**src/rtl/afifo_pkg.sv**
```systemverilog
// -----------------------------------------------------------------------------
// afifo_pkg
// Shared definitions for both halves of the asynchronous FIFO (write side,
// read side and the dual-port RAM between them).
//
// Contents
//   DSIZE_DEF / ASIZE_DEF : default data width and RAM address width, so the
//                           write side, read side and RAM agree unless a
//                           parent overrides all three together.
//   bin2gray / gray2bin   : pointer encoding helpers. They work on a 32-bit
//                           container; callers zero-extend their ASIZE+1 bit
//                           pointer in and keep the low ASIZE+1 bits out.
//                           Zero upper bits are transparent to both
//                           conversions, so any pointer width up to 32 bits
//                           works.
// -----------------------------------------------------------------------------
package afifo_pkg;

    localparam int DSIZE_DEF = 8;
    localparam int ASIZE_DEF = 3;

    // Binary to reflected Gray code.
    function automatic logic [31:0] bin2gray(input logic [31:0] b);
        return b ^ (b >> 1);
    endfunction

    // Reflected Gray code to binary: each binary bit is the XOR of all
    // Gray bits at and above its position.
    function automatic logic [31:0] gray2bin(input logic [31:0] g);
        logic [31:0] b;
        b[31] = g[31];
        for (int i = 30; i >= 0; i--) begin
            b[i] = b[i+1] ^ g[i];
        end
        return b;
    endfunction

endpackage : afifo_pkg

```
**src/rtl/afifo_sync2.sv**
```systemverilog
// -----------------------------------------------------------------------------
// afifo_sync2
// Two-flop synchroniser for a multi-bit Gray-coded pointer crossing into the
// i_clk domain. Only one bit of a Gray pointer changes per step, so each bit
// may be sampled independently; a bit caught mid-transition resolves to
// either the old or the new pointer value, both of which are safe.
//
// There is deliberately no logic between the two flops: the first stage is
// allowed to go metastable and gets a full cycle to settle.
//
// Used by the read side (write pointer into rclk) and by the write side
// (read pointer into wclk).
//
// Ports
//   i_clk    in   1      destination clock
//   i_rst_n  in   1      async active-low reset, clears both stages
//   i_d      in   WIDTH  asynchronous input (Gray pointer)
//   o_q      out  WIDTH  synchronised output (second stage)
// -----------------------------------------------------------------------------
module afifo_sync2 #(
    parameter int WIDTH = 4
) (
    input  logic             i_clk,
    input  logic             i_rst_n,
    input  logic [WIDTH-1:0] i_d,
    output logic [WIDTH-1:0] o_q
);

    logic [WIDTH-1:0] r_q1;
    logic [WIDTH-1:0] r_q2;

    always_ff @(posedge i_clk or negedge i_rst_n) begin
        if (!i_rst_n) begin
            r_q1 <= '0;
            r_q2 <= '0;
        end else begin
            r_q1 <= i_d;
            r_q2 <= r_q1;
        end
    end

    assign o_q = r_q2;

endmodule : afifo_sync2

```
**src/rtl/afifo_rd_side.sv**
```systemverilog
// -----------------------------------------------------------------------------
// afifo_rd_side
// Read-domain controller of the asynchronous FIFO: the consumer end of the
// dual-port RAM. It brings the write pointer into rclk, keeps the read
// pointer, derives empty / almost-empty / level, and presents data through a
// registered show-ahead valid/ready stage (one word buffered outside the RAM).
//
// Parameters
//   DSIZE      data width (RAM word)
//   ASIZE      RAM address width, depth = 2**ASIZE
//   AE_THRESH  o_almost_empty asserts when the RAM word count <= AE_THRESH
//
// Ports
//   rclk            in   1        read clock
//   rrst_n          in   1        async active-low reset (sync release upstream)
//   wptr_gray       in   ASIZE+1  write pointer, Gray, from the wclk domain
//   rptr_gray       out  ASIZE+1  read pointer, Gray, registered
//   rd_addr         out  ASIZE    RAM read address
//   rd_en           out  1        pop strobe to the RAM (combinational)
//   rd_data         in   DSIZE    RAM async-read data at rd_addr
//   m_data          out  DSIZE    output data, registered
//   m_valid         out  1        m_data valid
//   m_ready         in   1        consumer accept
//   o_rempty        out  1        RAM holds no unread word, registered
//   o_almost_empty  out  1        registered
//   rd_level        out  ASIZE+1  synced RAM word count (excludes m_data)
//
// Pointers are ASIZE+1 bits wide: the extra MSB counts laps so a full RAM
// (difference 2**ASIZE) is distinguishable from an empty one (difference 0).
// -----------------------------------------------------------------------------
module afifo_rd_side
    import afifo_pkg::*;
#(
    parameter int DSIZE     = DSIZE_DEF,
    parameter int ASIZE     = ASIZE_DEF,
    parameter int AE_THRESH = 1
) (
    input  logic             rclk,
    input  logic             rrst_n,
    input  logic [ASIZE:0]   wptr_gray,
    output logic [ASIZE:0]   rptr_gray,
    output logic [ASIZE-1:0] rd_addr,
    output logic             rd_en,
    input  logic [DSIZE-1:0] rd_data,
    output logic [DSIZE-1:0] m_data,
    output logic             m_valid,
    input  logic             m_ready,
    output logic             o_rempty,
    output logic             o_almost_empty,
    output logic [ASIZE:0]   rd_level
);

    localparam int PW = ASIZE + 1;

    // ---------------------------------------------------------------------
    // Write pointer into rclk
    // ---------------------------------------------------------------------
    logic [PW-1:0] w_wq2;
    logic [31:0]   w_wq2_bin32;
    logic [PW-1:0] w_wq2_bin;

    afifo_sync2 #(
        .WIDTH (PW)
    ) u_wptr_sync (
        .i_clk   (rclk),
        .i_rst_n (rrst_n),
        .i_d     (wptr_gray),
        .o_q     (w_wq2)
    );

    assign w_wq2_bin32 = gray2bin(32'(w_wq2));
    assign w_wq2_bin   = w_wq2_bin32[PW-1:0];

    // ---------------------------------------------------------------------
    // Pop decision
    // A word leaves the RAM whenever there is one and the output register is
    // free or being drained this same cycle. o_rempty is registered against
    // the synchronised (possibly stale) write pointer, so a late wq2 can only
    // hold off a pop, never cause a read of an unwritten word.
    // ---------------------------------------------------------------------
    logic          w_pop;
    logic [PW-1:0] r_rbin;
    logic [PW-1:0] w_rbin_next;
    logic [31:0]   w_rgray_next32;
    logic [PW-1:0] w_rgray_next;
    logic [PW-1:0] w_ae_level;

    assign w_pop          = !o_rempty && (!m_valid || m_ready);
    assign rd_en          = w_pop;
    assign rd_addr        = r_rbin[ASIZE-1:0];

    // Modular increment: the MSB toggles each lap while the address bits
    // wrap 2**ASIZE-1 -> 0 with no bubble.
    assign w_rbin_next    = r_rbin + {{(PW-1){1'b0}}, w_pop};
    assign w_rgray_next32 = bin2gray(32'(w_rbin_next));
    assign w_rgray_next   = w_rgray_next32[PW-1:0];

    // Look-ahead count so almost-empty reflects this cycle's pop.
    assign w_ae_level     = w_wq2_bin - w_rbin_next;

    // Upper container bits of the conversion helpers are always zero.
    logic w_unused_hi;
    assign w_unused_hi = ^{w_wq2_bin32[31:PW], w_rgray_next32[31:PW]};

    // ---------------------------------------------------------------------
    // Pointer / flag registers
    // ---------------------------------------------------------------------
    always_ff @(posedge rclk or negedge rrst_n) begin
        if (!rrst_n) begin
            r_rbin         <= '0;
            rptr_gray      <= '0;
            o_rempty       <= 1'b1;
            o_almost_empty <= 1'b1;
            rd_level       <= '0;
        end else begin
            r_rbin         <= w_rbin_next;
            rptr_gray      <= w_rgray_next;
            o_rempty       <= (w_rgray_next == w_wq2);
            o_almost_empty <= (w_ae_level <= PW'(AE_THRESH));
            // Modular difference; with the lap bit this spans 0..2**ASIZE.
            rd_level       <= w_wq2_bin - r_rbin;
        end
    end

    // ---------------------------------------------------------------------
    // Output stage
    // Pop overrides accept: a simultaneous accept and pop reloads m_data and
    // keeps m_valid high, giving one word per cycle. When stalled (valid and
    // not ready) there is no pop, so m_data is never overwritten.
    // ---------------------------------------------------------------------
    always_ff @(posedge rclk or negedge rrst_n) begin
        if (!rrst_n) begin
            m_data  <= '0;
            m_valid <= 1'b0;
        end else if (w_pop) begin
            m_data  <= rd_data;
            m_valid <= 1'b1;
        end else if (m_valid && m_ready) begin
            m_valid <= 1'b0;
        end
    end

endmodule : afifo_rd_side
```
**config.mk**
```make
export PLATFORM = sky130hd
export DESIGN_NAME = afifo_rd_side
export DESIGN_NICKNAME = d
export VERILOG_FILES = /design/src/rtl/afifo_pkg.sv /design/src/rtl/afifo_sync2.sv /design/src/rtl/afifo_rd_side.sv
export SDC_FILE = /design/constraint.sdc
export NUM_CORES = 1
export LEC_CHECK = 0
export CAP_MARGIN = 25
export CORE_MARGIN = 5
export CORE_UTILIZATION = 39
export CTS_BUF_LIST = sky130_fd_sc_hd__clkbuf_16
export CTS_CLUSTER_SIZE = 30
export DETAILED_ROUTE_END_ITERATION = 8
export PLACE_DENSITY = 0.68
export SLEW_MARGIN = 20
export SYNTH_ARGS = -nofsm -noshare
export SYNTH_HDL_FRONTEND = slang
export SYNTH_HIERARCHICAL = 1
export SYNTH_SLANG_ARGS = --single-unit
```
**constraint.sdc**
```tcl
create_clock -name rclk -period 3.2 [get_ports rclk]
set_input_delay 0.64 -clock rclk [delete_from_list [all_inputs] [get_ports rclk]]
set_output_delay 0.64 -clock rclk [all_outputs]
set_load 0.01 [all_outputs]
```
# Word-level counts from Yosys, hierarchy flattened
# Cells that the tools add are included.
# word_totals
mem_count	0
out_inout_bits	23
reg_bits	31
latchBits	0
ram_bits	0
in_bits	15
mem_bits_ro	0
# op_classes
reduce_logical	6
n_shift	0
eq_ne	1
n_addsub	3
multipliers	0
order_cmp	1
div	0
muxes	2
bitwise_logic	4
# ops
op	count
$sub 4x4->4	2
$add 4x1->4	1
$eq 4x4->1	1
$le 4x1->1 const B	1
$xor 4x3->4	1
$xor 1x1->1	3
$logic_and 1x1->1	2
$logic_not 1->1	2
$mux 1	2
$reduce_bool 2->1	1
$logic_or 1x1->1	1

# Longest topological paths before layout
# logic_depth
word_depth	6
ltp_mapped	9
mapped_depth_nobuf	9

# By module
# Netlist, hierarchy kept.
# by_module_without_submodules
module	n_inst	area_each_um2	cells_per_inst
afifo_rd_side	1	1081.0	81
afifo_sync2	1	200.2	8

# Worst setup path after synthesis
# Ideal clock, no wire load.
# synth_path
kind	input to register
from	input m_ready
to	register o_almost_empty
path_buffers	0
arrival_ns	2.742
slack_ns	0.363
cell_stages	8
path_cell_list	inv_2 > a21oi_2 > ha_1 > ha_1 > inv_1 > fa_1 > or4b_1 > o32ai_1
# synth_between
elab_chain_cells	5
# synth_rtl
item	line_no	source
from (decl)	afifo_rd_side.sv:47	input logic m_ready,
$logic_or 1x1->1	afifo_rd_side.sv:88	assign w_pop = !o_rempty && (!m_valid || m_ready);
$logic_and 1x1->1	afifo_rd_side.sv:88	
named net rd_en	afifo_rd_side.sv:43	output logic rd_en,
$add 4x1->4	afifo_rd_side.sv:94	assign w_rbin_next = r_rbin + {{(PW-1){1'b0}}, w_pop};
named net w_rbin_next[1]	afifo_rd_side.sv:83	logic [PW-1:0] w_rbin_next;
$sub 4x4->4	afifo_rd_side.sv:99	assign w_ae_level = w_wq2_bin - w_rbin_next;
$le 4x1->1	afifo_rd_side.sv:119	o_almost_empty <= (w_ae_level <= PW'(AE_THRESH));
to (signal assigned)	afifo_rd_side.sv:119	
to (decl)	afifo_rd_side.sv:49	output logic o_almost_empty,
# The timed path passes the listed nets, and every way through them passes these cells.
# A chain may end at the register's enable or synchronous reset.

# Worst setup path in the final report
# layout_path
from	input m_ready
to	register o_almost_empty
# layout_between
elab_chain_cells	5
# layout_rtl
item	line_no
$logic_or 1x1->1	afifo_rd_side.sv:88
$logic_and 1x1->1	afifo_rd_side.sv:88
$add 4x1->4	afifo_rd_side.sv:94
named net w_rbin_next[0]	afifo_rd_side.sv:83
$sub 4x4->4	afifo_rd_side.sv:99
$le 4x1->1	afifo_rd_side.sv:119
# The timed path passes the listed nets, and every way through them passes these cells.

==> PnR_summary.wiki <==
{| class="wikitable"
! Metric !! Value
|-
| Net count after synthesis || 113
|-
| Switching power share of the total || 34.2%
|-
| Boundary pin count || 38
|-
| Max Cap Viol || 0
|-
| Wire length after detailed routing || 2.57 mm
|-
| Worst hold path type || reg -> reg
|-
| Launch point of the worst reg-to-reg path || u_wptr_sync/o_q[3]
|-
| Via Count || around 800
|-
| Non-filler instance count after layout || 181
|-
| Register-to-Register Path Depth || 8
|-
| Main combinational cell family by area after synthesis || XOR/XNOR gates
|-
| DR vias/cell || about 4.5
|-
| Fmax achieved || about 0.35 GHz
|-
| CTS clock-pin slew for the worst setup and hold paths || around 0.05 ns
|-
| DP Wirelength || about 1.9 mm
|-
| Pin count of the biggest net entering global routing || 31
|-
| Layout cell share with drive strength beyond 1 || roughly 15%
|-
| Count of cell types in the netlist || 25
|-
| Final Max Tran Viols || 0
|-
| Worst hold path stage count || 0
|-
| Starting Density || 41.3%
|-
| Synth Area in Compound Gates || under 10%
|-
| Quantity of I/O buffers inserted on ports || 37
|-
| Reg-to-reg setup timing slack || 0.37 ns
|-
| Cts-stage hold buffer count || 0
|-
| Clock latency at the later pin of the worst-skew pair || roughly 0.27 ns
|-
| Count of mapped cells out of synthesis || a little under 90
|-
| Die outline area || between 4000 and 5000 um2
|-
| Quantity of gates resized following cts || 0
|-
| Post-placement cell count || 173
|-
| Inserted Clock Buffers || 5
|-
| Peak per-stage delay on the critical path || between 0.5 and 0.6 ns
|-
| Hold Path Sink || u_wptr_sync/o_q[0]
|-
| Area growth from synthesis to layout || 46.0%
|-
| Number of antenna violations at the first check in global routing || 0
|-
| Final setup viols || 0
|-
| Number of core rows || 20
|-
| Unrepaired setup endpoints after global routing || no
|-
| Fraction of power consumed by sequential logic || 29.7%
|-
| Synth Cell Area || 1280 um2
|-
| Post-synthesis share of cell area spent on full adders, half adders and majority gates || 9.96%
|-
| Post-Synth XOR/XNOR Area || between 10% and 20%
|-
| Setup Total Neg Slack || 0 ns
|-
| Status || complete, no violations
|-
| Clock tree buffer depth || 2
|-
| DR DRC count || 0
|-
| Sequential-to-total area share from yosys stat || 58.8%
|-
| Slew Limit Headroom || about three fifths
|-
| Gr ovfl total || 0
|-
| Kind of launch point of the worst setup path || input pin
|-
| Register bit total from synthesis || 30
|-
| Final worst slack || about 0.34 ns
|-
| Total net switching power || a little over 0.7 mW
|-
| Period Utilization, post-route || between 80% and 90%
|-
| Core outline area || 3100 um2
|-
| Maximum fanout encountered on the critical timing path || 4
|-
| Antenna diode count || 0
|-
| Power density over the cells || approximately 1100 nW/um2
|-
| Crit. End Element || register
|-
| Logic gate share of total power || between 40% and 50%
|-
| Vias in the first global route || a little over 900
|-
| CP required || 3.38 ns
|-
| CTS sink count || 30
|-
| Height of the chip || between 60 and 70 um
|-
| Int Pwr || 1.37 mW
|-
| Mean Syn Cell Area || roughly 14 um2
|-
| Setup slack at placement || 0.122 ns
|-
| CP arrival || 3.04 ns
|-
| Clock Skews || 0.00290 ns
|-
| Sequence of cells on the critical path || clkdlybuf4s50_1, inv_2, a21oi_2, ha_1, ha_1, inv_1, fa_1, or4b_1, o32ai_1
|-
| Area fraction in and, or, nand and nor cells after synthesis || under 10%
|-
| Weighted congestion at the end of routability-driven global placement || between 0.7 and 0.8
|-
| Post-CTS repair timing setup buffer count || 0
|-
| Combined global-route utilization of all metal layers || roughly an eighth
|-
| Endpoint of the lowest-slack register-to-register path || o_almost_empty
|-
| Min cycle time layout || between 2 and 3 ns
|-
| Antenna Nets Post-Route || 0
|-
| Wire length per cell || ~14 um
|-
| Worst-Margin Slew || between 0.6 and 0.7 ns
|-
| Final #Nets || 160
|-
| Clock root buffer master || sky130_fd_sc_hd__clkbuf_16
|-
| Final-report hold violation count || 0
|-
| Deepest level of the CTS H-tree || 2
|-
| Hold Startpoint || u_wptr_sync/r_q1[0]
|-
| Warning count from the yosys run || 6
|-
| Worst vdd rail ir drop || 532 uV
|-
| Crit Path Category || in -> reg
|-
| Die boundary width || 67.3 um
|-
| Drt first-iter violations || 13
|-
| Multiplexer fraction of the synthesized cell area || under 10%
|-
| P_leak || a little over 0.8 nW
|-
| Critical path's most frequent cell || sky130_fd_sc_hd__ha_1
|-
| Cell with the largest stage delay on the worst path || sky130_fd_sc_hd__or4b_1
|-
| Wire length of the first global-routing pass || 4.26 mm
|-
| Worst hold-check slack || about 0.35 ns
|-
| Clock tree from TritonCTS || built
|-
| Pre-Repair DR Iteration Count || 4
|-
| Clock power share || 21.1%
|}
-- worst max-delay path by stage --
stage	start	endpoint	slack (ns)	cells after the start
6_report	m_ready	o_almost_empty	0.34	9
5_1_grt	u_wptr_sync/o_q[3]	o_almost_empty	0.19	8
4_1_cts	u_wptr_sync/o_q[3]	o_almost_empty	0.34	8
3_5_place_dp	m_ready	o_almost_empty	0.12	9
3_3_place_gp	m_ready	o_almost_empty	0.17	9
2_1_floorplan	m_ready	o_almost_empty	0.36	8
-- per-layer routing --
metal	track usage, %	part of all wire (%)	vias up
li1	-	-	388
met1	13.8	38	408
met2	23.7	57	16
met3	5.49	3.3	4
met4	5.32	1.3	0
met5	0	0	-
-- critical path, delay by kind of cell --
family | cells | cell delay [ns]
buffers and inverters | 3 | 0.63
and+or+nand+nor | 1 | 0.55
AOI/OAI and AO/OA | 2 | 0.28
adders and majority gates | 3 | 0.94
-- logic make-up after synthesis --
kind of cell / Yosys count
flip-flops: 30
multiplexers: 9
AND/OR/NAND/NOR: 8
XOR/XNOR: 16
buffers and inverters: 10
adder cells (fa/ha/maj): 9
AO/OA/AOI/OAI: 7
-- state kept, by name, indices dropped and copies added, names as in the netlist --
name	flops
m_data	8
r_rbin	4
rd_level	4
u_wptr_sync/o_q	4
u_wptr_sync/r_q1	4
rptr_gray	3
m_valid	1
o_almost_empty	1
o_rempty	1
-- per-stage QoR --
stage	util, %	area (um2)	power, mW
2_1_floorplan	-	1280	1.20
3_3_place_gp	55.7	1730	1.61
3_5_place_dp	55.7	1730	1.65
4_1_cts	60.3	1870	2.12
5_1_grt	60.3	1870	2.22
6_report	60.3	1870	2.08
-- layout by cell type, fill, tap and decap left out, drive strengths merged, types with 2 or more instances in the layout --
master,n
inv,9
nand3,3
xnor2,13
nor2,2
clkinv,3
clkbuf,5
or3,2
dfstp,2
xor2,3
mux2,8
ha,7
a21oi,3
dfrtp,28
fa,2
clkdlybuf4s50,37
buf,3
-- cell usage after synthesis --
cell type | count | area, um2
sky130_fd_sc_hd__inv_2 | 2 | 7.51
sky130_fd_sc_hd__inv_1 | 7 | 26.3
sky130_fd_sc_hd__mux2i_1 | 1 | 10.0
sky130_fd_sc_hd__nor2_1 | 1 | 3.75
sky130_fd_sc_hd__dfrtp_1 | 28 | 701
sky130_fd_sc_hd__nand3_1 | 3 | 15.0
sky130_fd_sc_hd__xor2_1 | 3 | 26.3
sky130_fd_sc_hd__clkinv_2 | 1 | 5.00
sky130_fd_sc_hd__or3_1 | 2 | 12.5
sky130_fd_sc_hd__mux2_2 | 2 | 22.5
sky130_fd_sc_hd__a21o_1 | 1 | 7.51
sky130_fd_sc_hd__a21oi_1 | 2 | 10.0
sky130_fd_sc_hd__fa_1 | 2 | 40.0
sky130_fd_sc_hd__mux2_1 | 6 | 67.6
sky130_fd_sc_hd__a21oi_2 | 1 | 8.76
sky130_fd_sc_hd__xnor2_2 | 1 | 16.3
sky130_fd_sc_hd__o32ai_1 | 1 | 8.76
sky130_fd_sc_hd__o21ai_0 | 1 | 5.00
sky130_fd_sc_hd__dfstp_2 | 2 | 52.6
sky130_fd_sc_hd__xnor2_4 | 1 | 27.5
sky130_fd_sc_hd__ha_1 | 7 | 87.6
sky130_fd_sc_hd__xnor2_1 | 11 | 96.3
sky130_fd_sc_hd__a22oi_1 | 1 | 7.51
sky130_fd_sc_hd__nor2_2 | 1 | 6.26
sky130_fd_sc_hd__or4b_1 | 1 | 10.0
-- layout make-up --
| type | instances | area [um2] |
|---|---|---|
| timing repair buffer | 40 | 393 |
| multi-input combinational | 49 | 489 |
| fill | 291 | 1230 |
| sequential | 30 | 753 |
| clock inverter | 3 | 16.3 |
| tap | 44 | 55.1 |
| clock buffer | 5 | 125 |
| inverter | 10 | 38.8 |
-- power groups by stage --
stage / Sequential [mW] / Combinational [mW] / Clock [mW]
2_1_floorplan: 0.681 / 0.517 / 0
3_3_place_gp: 0.621 / 0.985 / 0
3_5_place_dp: 0.626 / 1.02 / 0
4_1_cts: 0.622 / 1.04 / 0.452
5_1_grt: 0.637 / 1.11 / 0.471
6_report: 0.619 / 1.02 / 0.440
Note: power is estimated with default switching activity, not from simulation.
